## config.mk

```make
export PLATFORM = sky130hd
export DESIGN_NAME = note_word_classifier
export DESIGN_NICKNAME = d
export VERILOG_FILES = /design/src/rtl/note_word_classifier_pkg.sv /design/src/rtl/note_word_classifier_suffix_match.sv /design/src/rtl/note_word_classifier.sv
export SDC_FILE = /design/constraint.sdc
export NUM_CORES = 1
export LEC_CHECK = 0
export CAP_MARGIN = 20
export CORE_MARGIN = 2
export CORE_UTILIZATION = 55
export CTS_BUF_LIST = sky130_fd_sc_hd__clkbuf_2
export DETAILED_ROUTE_END_ITERATION = 10
export PLACE_DENSITY = 0.72
export RECOVER_POWER = 25
export SLEW_MARGIN = 30
export SYNTH_ARGS = -nofsm -noshare
export SYNTH_HDL_FRONTEND = slang
export SYNTH_HIERARCHICAL = 1
export SYNTH_SLANG_ARGS = --single-unit
```

## constraint.sdc

```tcl
create_clock -name clk -period 9.7 [get_ports clk]
set_input_delay 1.94 -clock clk [delete_from_list [all_inputs] [get_ports clk]]
set_output_delay 1.94 -clock clk [all_outputs]
set_load 0.05 [all_outputs]
```

## src/rtl/note_word_classifier_pkg.sv

```systemverilog
// note_word_classifier_pkg
// Shared definitions for the note-word classifier: note codes, FSM state
// encoding, class codes and the bit offsets of fields inside a packed
// suffix-table entry {enable, tokens[SUF_LEN-1:0] as {tom,nota}, len, class}.
package note_word_classifier_pkg;

  localparam logic [2:0] nota_x   = 3'd0;  // word terminator
  localparam logic [2:0] nota_do  = 3'd1;
  localparam logic [2:0] nota_re  = 3'd2;
  localparam logic [2:0] nota_mi  = 3'd3;
  localparam logic [2:0] nota_fa  = 3'd4;
  localparam logic [2:0] nota_sol = 3'd5;
  localparam logic [2:0] nota_la  = 3'd6;
  localparam logic [2:0] nota_si  = 3'd7;

  typedef enum logic [2:0] {IDLE, ROOT, SUFFIX, DONE, ERROR} state_t;

  localparam int unsigned nulo = 0;
  localparam int unsigned adj  = 1;
  localparam int unsigned comp = 2;
  localparam int unsigned adv  = 3;

  typedef enum logic [1:0] {F_CLASS, F_LEN, F_TOK, F_EN} field_t;

  // LSB position of a field within one entry; k selects the suffix token.
  function automatic int unsigned field_off(field_t f, int unsigned class_w,
                                            int unsigned suf_len, int unsigned k);
    case (f)
      F_CLASS: return 0;
      F_LEN:   return class_w;
      F_TOK:   return class_w + 3 + 4 * k;
      default: return class_w + 3 + 4 * suf_len;
    endcase
  endfunction

endpackage

```

## src/rtl/note_word_classifier_suffix_match.sv

```systemverilog
// suffix_match
// Combinational suffix matcher. Filters the candidate mask against the
// token at suffix position p and reports the lowest-index candidate whose
// length equals p (the entry a terminator at this point would select).
// Ports:
//   mask      - current candidate set
//   tbl       - packed suffix table, entry i at [i*EW +: EW]
//   p         - number of suffix tokens already consumed
//   token     - incoming {tom, nota}
//   next_mask - candidates still alive after this token
//   hit_idx   - lowest candidate index with len == p
//   hit_valid - hit_idx is meaningful
module suffix_match
  import note_word_classifier_pkg::*;
#(
  parameter int unsigned NUM_SUF = 8,
  parameter int unsigned SUF_LEN = 2,
  parameter int unsigned CLASS_W = 2,
  localparam int unsigned EW = 1 + 4 * SUF_LEN + 3 + CLASS_W,
  localparam int unsigned IW = (NUM_SUF > 1) ? $clog2(NUM_SUF) : 1
) (
  input  logic [NUM_SUF-1:0]    mask,
  input  logic [NUM_SUF*EW-1:0] tbl,
  input  logic [2:0]            p,
  input  logic [3:0]            token,
  output logic [NUM_SUF-1:0]    next_mask,
  output logic [IW-1:0]         hit_idx,
  output logic                  hit_valid
);

  localparam int unsigned LEN_OFF = field_off(F_LEN, CLASS_W, SUF_LEN, 0);
  localparam int unsigned EN_OFF  = field_off(F_EN, CLASS_W, SUF_LEN, 0);

  logic [2:0] len_i;
  logic [3:0] tok_p;
  logic       tok_ok;
  logic       unused_class;  // class fields are resolved by the parent

  always_comb begin
    next_mask    = '0;
    hit_idx      = '0;
    hit_valid    = 1'b0;
    len_i        = '0;
    tok_p        = '0;
    tok_ok       = 1'b0;
    unused_class = 1'b0;
    for (int unsigned i = 0; i < NUM_SUF; i++) begin
      len_i  = tbl[i*EW + LEN_OFF +: 3];
      tok_p  = '0;
      tok_ok = 1'b0;
      // p may equal SUF_LEN; there is no token slot there, so nothing survives
      for (int unsigned k = 0; k < SUF_LEN; k++) begin
        if (32'(p) == k) begin
          tok_p  = tbl[i*EW + field_off(F_TOK, CLASS_W, SUF_LEN, k) +: 4];
          tok_ok = 1'b1;
        end
      end
      next_mask[i] = mask[i] && tbl[i*EW + EN_OFF] && tok_ok &&
                     (p < len_i) && (tok_p == token);
      if (!hit_valid && mask[i] && (len_i == p)) begin
        hit_valid = 1'b1;
        hit_idx   = IW'(i);
      end
      unused_class = unused_class ^ (^tbl[i*EW +: CLASS_W]);
    end
  end

endmodule

```

## src/rtl/note_word_classifier.sv

```systemverilog
// note_word_classifier
// Token-stream word classifier: ROOT_LEN root notes followed by a suffix of
// up to SUF_LEN {tom,nota} tokens and a terminator. The suffix is matched
// against a programmable table; the class of the lowest-index exact match
// is reported one cycle after the terminator.
// Ports:
//   clk, reset (async, active low)
//   ok, tom, nota       - token strobe and token
//   cfg_we/idx/data     - suffix-table write port
//   fim                 - high in DONE or ERROR
//   tipo                - recognised class (0 outside DONE)
//   done                - one-cycle pulse after entering DONE/ERROR
//   err                 - high in ERROR
//   word_cnt            - words recognised, wraps at 255
module note_word_classifier
  import note_word_classifier_pkg::*;
#(
  parameter int unsigned ROOT_LEN = 2,
  parameter int unsigned SUF_LEN  = 2,
  parameter int unsigned NUM_SUF  = 8,
  parameter int unsigned CLASS_W  = 2,
  parameter int unsigned TIMEOUT  = 0,
  localparam int unsigned IW = (NUM_SUF > 1) ? $clog2(NUM_SUF) : 1,
  localparam int unsigned EW = 1 + 4 * SUF_LEN + 3 + CLASS_W
) (
  input  logic               clk,
  input  logic               reset,
  input  logic               ok,
  input  logic               tom,
  input  logic [2:0]         nota,
  input  logic               cfg_we,
  input  logic [IW-1:0]      cfg_idx,
  input  logic [EW-1:0]      cfg_data,
  output logic               fim,
  output logic [CLASS_W-1:0] tipo,
  output logic               done,
  output logic               err,
  output logic [7:0]         word_cnt
);

  localparam int unsigned TW     = (TIMEOUT > 0) ? $clog2(TIMEOUT + 1) : 1;
  localparam int unsigned EN_OFF = field_off(F_EN, CLASS_W, SUF_LEN, 0);

  state_t                state, state_n;
  logic [2:0]            root_cnt, root_n, p, p_n;
  logic [NUM_SUF-1:0]    mask, mask_n, en_all, match_mask;
  logic [NUM_SUF*EW-1:0] tbl_cfg, tbl_act;
  logic [TW-1:0]         idle_cnt, idle_n;
  logic [CLASS_W-1:0]    cls_q, cls_n;
  logic [IW-1:0]         hit_idx;
  logic                  hit_valid, load_act, to_done, to_err, timed_out;

  // Matching runs on a snapshot taken on entry to SUFFIX, so cfg writes
  // during a suffix only become visible to the next word.
  suffix_match #(
    .NUM_SUF(NUM_SUF),
    .SUF_LEN(SUF_LEN),
    .CLASS_W(CLASS_W)
  ) u_match (
    .mask     (mask),
    .tbl      (tbl_act),
    .p        (p),
    .token    ({tom, nota}),
    .next_mask(match_mask),
    .hit_idx  (hit_idx),
    .hit_valid(hit_valid)
  );

  always_comb begin
    en_all = '0;
    for (int unsigned i = 0; i < NUM_SUF; i++) en_all[i] = tbl_cfg[i*EW + EN_OFF];
  end

  // Fires on the idle edge that brings the counter up to TIMEOUT.
  assign timed_out = (TIMEOUT > 0) && !ok && ((32'(idle_cnt) + 32'd1) == TIMEOUT);

  always_comb begin
    state_n  = state;
    root_n   = root_cnt;
    p_n      = p;
    mask_n   = mask;
    cls_n    = cls_q;
    idle_n   = '0;
    load_act = 1'b0;
    to_done  = 1'b0;
    to_err   = 1'b0;
    case (state)
      IDLE, DONE, ERROR: begin
        if (ok) begin
          if (nota != nota_x) begin
            root_n = 3'd1;
            if (ROOT_LEN == 1) load_act = 1'b1;
            else               state_n  = ROOT;
          end else begin
            to_err = 1'b1;
          end
        end
      end
      ROOT: begin
        if (ok) begin
          if (nota != nota_x) begin
            root_n = root_cnt + 3'd1;
            if (root_n == 3'(ROOT_LEN)) load_act = 1'b1;
          end else begin
            to_err = 1'b1;
          end
        end else if (timed_out) begin
          to_err = 1'b1;
        end else begin
          idle_n = idle_cnt + TW'(1);
        end
      end
      SUFFIX: begin
        if (ok) begin
          if (nota != nota_x) begin
            if ((32'(p) >= SUF_LEN) || (match_mask == '0)) begin
              to_err = 1'b1;
            end else begin
              mask_n = match_mask;
              p_n    = p + 3'd1;
            end
          end else if (hit_valid) begin
            to_done = 1'b1;
            cls_n   = tbl_act[hit_idx*EW +: CLASS_W];
          end else begin
            to_err = 1'b1;
          end
        end else if (timed_out) begin
          to_err = 1'b1;
        end else begin
          idle_n = idle_cnt + TW'(1);
        end
      end
      default: state_n = IDLE;
    endcase
    if (load_act) begin
      state_n = SUFFIX;
      mask_n  = en_all;
      p_n     = '0;
    end
    if (to_done) state_n = DONE;
    if (to_err)  state_n = ERROR;
  end

  always_ff @(posedge clk or negedge reset) begin
    if (!reset) begin
      state    <= IDLE;
      root_cnt <= '0;
      p        <= '0;
      mask     <= '0;
      idle_cnt <= '0;
      cls_q    <= '0;
      done     <= 1'b0;
      word_cnt <= '0;
      tbl_cfg  <= '0;
      tbl_act  <= '0;
    end else begin
      state    <= state_n;
      root_cnt <= root_n;
      p        <= p_n;
      mask     <= mask_n;
      idle_cnt <= idle_n;
      cls_q    <= cls_n;
      done     <= to_done | to_err;
      if (to_done)  word_cnt <= word_cnt + 8'd1;
      if (load_act) tbl_act <= tbl_cfg;
      if (cfg_we)   tbl_cfg[cfg_idx*EW +: EW] <= cfg_data;
    end
  end

  assign fim  = (state == DONE) || (state == ERROR);
  assign err  = (state == ERROR);
  assign tipo = (state == DONE) ? cls_q : '0;

endmodule

```

==> metrics.md, run 1 <==
| Metric | Value |
|---|---|
| Outcome | `complete, but fails checks` |
| Failing checks | `capacitance limit, slew limit` |
| Max Cap Viol | `1` |
| Number of synthesized register bits | `about 250` |
| Hold EP | `tbl_act[35]` |
| Clock power frac | `0.164` |
| Least-Margin Pin Slew | `slightly above 4 ns` |
| Min cycle time layout | `around 6 ns` |
| Vias | `10.20k` |
| H-tree Lvls | `2` |
| EDFF count, synth | `0` |
| Crit path capture type | `flip-flop` |
| TritonCTS Buffers | `just over 60` |
| GRT overflow | `0` |
| Setup TNS | `0 ns` |
| Vias in the first global route | `a little over 10k` |
| Peak VDD IR | `approximately 0.14 mV` |
| CTS clock-pin slew for the worst setup and hold paths | `roughly 0.10 ns` |
| Asr flop ratio synth | `1.000` |
| HPWL Detailed | `28.42 mm` |
| Sequential share of the synthesized area | `0.4594` |
| Area leader, netlist | `dfrtp_1` |
| Drt wl/cell | `around 23 µm` |
| Final instance area | `0.01484 mm²` |
| Largest net degree at the start of global routing | `roughly 120` |
| # rows | `between 50 and 60` |
| Die W | `162.0 µm` |
| Most common cell in the synthesized netlist | `dfrtp_1` |
| WL met3 | `around 2.8 mm` |
| Post-Syn Nets | `about 1.3k` |
| Final hold violations | `0` |
| First-pass GRT wire length | `60.01 mm` |
| Total Routed Length | `between 30 and 40 mm` |
| R2r worst-path depth | `12` |
| Top cells by area, synth | `dfrtp_1, mux2_2, nand2_1` |
| FF-to-FF End | `p[0]` |
| Initial antenna violation count | `3` |
| Vias per std cell | `roughly 6.2` |
| Fmax | `~170 MHz` |
| Port-buffer cells | `37` |
| Share of cells above drive strength 1 | `0.2796` |
| Io pins | `38` |
| Post-route met1 wirelength | `roughly 17 mm` |
| Initial Util | `0.5628` |
| P&R area growth vs syn | `8.121%` |
| Post-CTS setup buffers | `0` |
| Max-slew violations | `about 80` |
| Clock latency on the worst-skew pair | `approximately 0.86 ns` |
| Hold path depth | `1` |
| Hold Path Origin | `tbl_cfg[35]` |
| Cts hold-fix bufs | `0` |
| Final GP Congestion | `around 1.0` |
| DRT iter0 DRCs | `around 900` |
| CTS tree | `yes` |
| Synth cell count leaders | `dfrtp_1, mux2_2, nand2_1` |
| R2R setup slack | `about 5.0 ns` |
| Crit start category | `primary input` |
| Clock Skew | `0.07322 ns` |
| Synth warnings | `6` |
| Routed Antenna Nets | `0` |
| Drt pass-1 iters | `5` |
| Slew HR | `-1.680` |
| Pwr/cell area | `272.3 mW/mm²` |
| GRT Overall Usage | `0.2986` |
| Synth top area share | `0.4594` |
| Die area | `roughly 0.026 mm²` |
| CP Data Arrival Time | `6.67 ns` |
| Core Region | `0.02439 mm²` |
| Distinct cell type count after synthesis | `76` |
| CTS max path bufs | `3` |
| Gate power share | `0.407` |
| Die H | `about 160 µm` |
| Switching Share | `0.3971` |
| Prevailing post-synth register cell | `dfrtp_1` |
| Metal2 WL | `about 17 mm` |
| Fin nets | `~1.3k` |
| Sw Pwr | `approximately 1.6 mW` |
| Worst Path Required | `10.39 ns` |
| Placed inst area | `0.01435 mm²` |
| Crit path max fanout | `33` |
| R2r startpoint | `p[0]` |
| Cells after Synth | `between 1k and 1.5k` |
| CTS sink cnt | `252` |
| Post-Syn Area | `about 0.014 mm²` |
| Sequential Power Share | `0.429` |
| Max layer used | `met4` |
| RSZ-0062 raised after global routing | `false` |
| Post-CTS sizing | `0` |
| Clock Tree Root | `clkbuf_2` |
| Leakage power | `6.813 nW` |
| Fin crit share | `0.6167` |
| DRC | `0` |
| Int Pwr | `2.437 mW` |
| Syn Area/Cell | `between 10 and 15 µm²` |
| WS Path Type | `primary input to flip-flop` |
| Final setup fails | `0` |
| Min-delay worst type | `flip-flop to flip-flop` |
==> kinds of logic (layout without fill, tap and decap cells) <==
group,after synthesis,in the layout,synth area share
compound gates,186,186,0.09115
xor+xnor,40,40,0.02935
fa+ha+maj,39,39,0.03719
buf+inv,94,176,0.02962
flops,252,252,0.4594
mux,274,274,0.2313
other cells,0,1,0
simple gates,342,342,0.1220
==> power groups by stage <==
stage	clock (mW)	sequential, mW	combinational [mW]
floorplan	0	1.62	1.20
global placement	0	1.73	1.57
detailed placement	0	1.75	1.62
CTS	0.687	1.73	1.62
global route	0.739	1.78	1.77
finish	0.663	1.74	1.64
==> metrics by stage <==
stage	std cells	total power [mW]	utilization	hold WS [ns]	setup slack, ns
after floorplan	1227	2.820	-	0.4423	4.305
after global placement	1541	3.301	0.5880	0.4575	3.150
after detailed placement	1541	3.365	0.5883	0.4712	3.068
after CTS	1633	4.037	0.6085	0.4615	3.962
after global routing	1634	4.292	0.6085	0.4732	3.171
final	1634	4.042	0.6085	0.4656	3.718
==> state kept, by name, indices dropped and copies added (netlist names) <==
signal,count
done,1
tbl_act,112
mask,8
word_cnt,8
cls_q,2
tbl_cfg,112
p,3
root_cnt,3
state,3
==> cells in the final DEF, fill, tap and decap left out, drive strengths merged, types with 3 or more instances in the layout <==
cell type,n
a21oi,32
o31ai,3
nor2b,19
a22o,5
and2,6
o22ai,30
nor2,65
nand2b,11
mux4,12
a31oi,13
nand4,22
nand2,133
o22a,7
xnor2,14
nor3,20
and4,4
a211oi,5
clkdlybuf4s50,36
mux2i,39
a22oi,12
buf,13
inv,35
dfrtp,252
ha,36
clkbuf,90
or3,7
o211ai,6
nor4,11
xor2,26
a41oi,5
mux2,223
o21ai,45
nand3,29
fa,3
and3,7
o32ai,4
==> critical path: stages <==
cell and delay, ns:
clkdlybuf4s50_1 0.51, buf_4 0.37, inv_1 0.29, ha_1 0.37, or2_0 0.65, nor4_1 0.17
ha_1 0.40, a31oi_2 0.67, and2_1 0.36, nand3_1 0.30, nor2_1 0.27, mux2_2 0.35
==> worst max path at each step <==
stage,start,to,slack [ns],depth (start not counted)
floorplan,cfg_idx[0],tbl_cfg[36],4.30,12
global placement,cfg_idx[0],tbl_cfg[20],3.15,12
detailed placement,cfg_idx[0],tbl_cfg[25],3.07,12
CTS,cfg_idx[0],tbl_cfg[29],3.96,12
global route,reset,tbl_cfg[0],3.17,2
finish,cfg_idx[0],tbl_cfg[29],3.72,12
==> final cells by class <==
type                       instances  area, µm²
fill                            2079       9549
multi-input combinational        881       7037
sequential                       252       6307
timing repair buffer              50      469.2
clock buffer                      89      445.4
tap                              324      405.4
inverter                          34      127.6
clock inverter                     3      47.55
antenna                            1      2.502
==> layer usage <==
| metal | up-vias | GRT usage |
|---|---|---|
| met3 | 96 | 0.05797 |
| met4 | 0 | 0.1154 |
| met5 | - | 0 |
| met1 | 5091 | 0.4226 |
| met2 | 428 | 0.4582 |
| li1 | 4580 | - |
No activity file was read; power rests on OpenSTA's default activity.
==> run 2: changes to the inputs <==
==> constraint.sdc (replaced) <==
create_clock -name clk -period 5.6 [get_ports clk]
set_input_delay 1.12 -clock clk [delete_from_list [all_inputs] [get_ports clk]]
set_output_delay 1.12 -clock clk [all_outputs]
set_load 0.05 [all_outputs]
==> metrics.md, run 2 (same netlist as run 1, synthesis figures left out) <==
| Metric | Value |
|---|---|
| CTS clock-pin slew for the worst setup and hold paths | `0.12 ns (+0.02 ns)` |
| Io pins | `38 (unchanged)` |
| Crit start category | `primary input` |
| Cts hold-fix bufs | `0 (unchanged)` |
| Final Worst Setup Slack | `1.099 ns (-2.619 ns)` |
| CTS max path bufs | `3 (unchanged)` |
| Largest net degree at the start of global routing | `131 (+13%)` |
| First-pass GRT wire length | `61.31 mm (+2.2%)` |
| WS Path Type | `primary input to flip-flop` |
| GRT overflow | `0 (unchanged)` |
| Share of cells above drive strength 1 | `0.3027 (+0.02310)` |
| GRT Overall Usage | `0.3090 (+0.01046)` |
| Drt wl/cell | `23.31 µm (-0.50%)` |
| Crit path max fanout | `7 (-79%)` |
| Slowest stage cell on the critical path | `clkdlybuf4s50_1` |
| Slew HR | `-0.8732 (+0.8071)` |
| TritonCTS Buffers | `69 (+13%)` |
| Peak VDD IR | `0.2551 mV (+88%)` |
| Fmax | `approximately 220 MHz` |
| Fin crit share | `0.8037` |
| HPWL Detailed | `28.91 mm (+1.7%)` |
| Pre-CTS WS | `0.3653 ns (-2.702 ns)` |
| DRC | `0 (unchanged)` |
| Most frequent cells in the layout | `dfrtp_1, mux2_2, nand2_1` |
| Vias | `10.50k (+3.0%)` |
| Crit path largest cell delay | `0.59 ns (-0.08 ns)` |
| Max Cap Viol | `1 (unchanged)` |
| Post-CTS sizing | `0 (unchanged)` |
| Clock Skew | `0.08967 ns (+0.01645 ns)` |
| Setup TNS | `0 ns (unchanged)` |
| Final GP Congestion | `1.009 (+0.28%)` |
| # rows | `57 (unchanged)` |
| Vias per std cell | `6.192 (-0.75%)` |
| Worst Path Required | `6.29 ns (-4.10 ns)` |
| Pwr/cell area | `475.3 mW/mm² (+75%)` |
| Clock latency on the worst-skew pair | `0.86 ns (about the same)` |
| DRT iter0 DRCs | `1020 (+16%)` |
| Largest regs | `tbl_act (112), tbl_cfg (112)` |
| Crit path capture type | `flip-flop` |
| Min cycle time layout | `4.501 ns` |
| Port-buffer cells | `37 (unchanged)` |
| Failing checks | `capacitance limit, slew limit` |
| Clock Tree Root | `clkbuf_2` |
| Core Region | `0.02439 mm² (unchanged)` |
| Die W | `162.0 µm (unchanged)` |
| Initial Util | `0.5628 (unchanged)` |
| Max-slew violations | `53 (-33%)` |
| Drt pass-1 iters | `5 (unchanged)` |
| Final hold violations | `0 (unchanged)` |
| Top cell family by delay on the critical path | `adder cells` |
| Initial antenna violation count | `2 (-1)` |
| CTS sink cnt | `252 (unchanged)` |
| Min-delay worst type | `flip-flop to flip-flop` |
| Vias in the first global route | `10.31k (+0.57%)` |
| Least-Margin Pin Slew | `2.810 ns (-1.211 ns)` |
| Leakage power | `7.067 nW (+3.7%)` |
| Fin nets | `1383 (+2.9%)` |
| RSZ-0062 raised after global routing | `false` |
| Finished Core Util | `0.6253 (+0.01677)` |
| Die H | `162.0 µm (unchanged)` |
| H-tree Lvls | `3 (+1)` |
| Cell Chain, Critical Path | `clkdlybuf4s50_1 -> fa_1 -> ha_1 -> fa_1 -> xor2_4 -> nor4_1 -> ha_1 -> buf_4 -> nor3_2 -> nand2_1 -> a22oi_1 -> mux2_2` |
| CTS tree | `yes` |
| Final setup fails | `0 (unchanged)` |
| Outcome | `complete, but fails checks` |
| Commonest non-fill, non-tap cell in the layout | `dfrtp_1` |
| Post-CTS setup buffers | `0 (unchanged)` |
| Total Routed Length | `39.53 mm (+3.3%)` |
| Routed Antenna Nets | `0 (unchanged)` |
| CP Data Arrival Time | `5.19 ns (-1.48 ns)` |
| Die area | `0.02624 mm² (unchanged)` |
| CP bufs+invs | `2 (-1)` |
| P&R area growth vs syn | `11.10%` |
| Pwr Total | `7.248 mW (+79%)` |
## run 2: changes by cell type in the layout (fill, tap and decap cells not counted)
cell	change
inv_2	+1
buf_12	+2
mux2i_2	-2
buf_4	+28
buf_16	+1
clkinv_2	+8
mux2i_1	+2
clkinvlp_4	+2
inv_6	-2
buf_8	-1
clkinv_1	+11
clkinv_4	+3
clkbuf_2	+9
## run 2: routing by layer
metal | vias to the layer above | share of wire | track usage | wire (µm)
met3 | 113 | 0.077 | 0.05516 | 3039
met4 | 0 | 0.041 | 0.1291 | 1610
li1 | 4686 | - | - | -
met2 | 495 | 0.45 | 0.4656 | 17820
met5 | - | 0 | 0 | 0
met1 | 5208 | 0.43 | 0.4442 | 17070
## run 2: final timing paths
path                       depth (start not counted)  slack [ns]     endpoint       start
min reg2reg                                        1        0.46   tbl_act[9]  tbl_cfg[9]
max                                               12        1.10   tbl_cfg[2]  cfg_idx[2]
min                                                1        0.46   tbl_act[9]  tbl_cfg[9]
min in group asynchronous                          1        1.15  tbl_act[67]       reset
max reg2reg                                       13        1.35      mask[6]        p[0]
max in group asynchronous                          2        2.15         p[0]       reset
## run 2: layout make-up
type / instances / area [µm²]
Fill cell: 2062 / 9140
Multi-Input combinational cell: 881 / 7029
Sequential cell: 252 / 6307
Timing Repair Buffer: 81 / 737.0
Clock buffer: 97 / 485.5
Tap cell: 324 / 405.4
Clock inverter: 26 / 156.4
Inverter: 34 / 127.6
Antenna cell: 1 / 2.502
## run 2: stage by stage
step                      hold slack (ns)  instance area (µm²)  instances
after floorplan                    0.4423                13730       1227
after global placement             0.4578                14590       1571
after detailed placement           0.4758                14590       1571
after CTS                          0.3440                15230       1694
after global routing               0.4680                15250       1696
final                              0.4607                15250       1696
## run 2: worst reg2reg max path, delay by kind of cell (launching register included)
kind            cells  cell delay [ns]
compound gates      3             0.94
xor+xnor            1             0.29
buf+inv             2             0.75
flops               1             0.68
mux                 1             0.56
simple gates        6             0.98
## run 2: power breakdown
part / internal (mW) / switching (mW) / total (mW)
registers: 2.50 / 0.508 / 3.00
clock network: 0.526 / 0.793 / 1.32
logic: 1.31 / 1.61 / 2.92
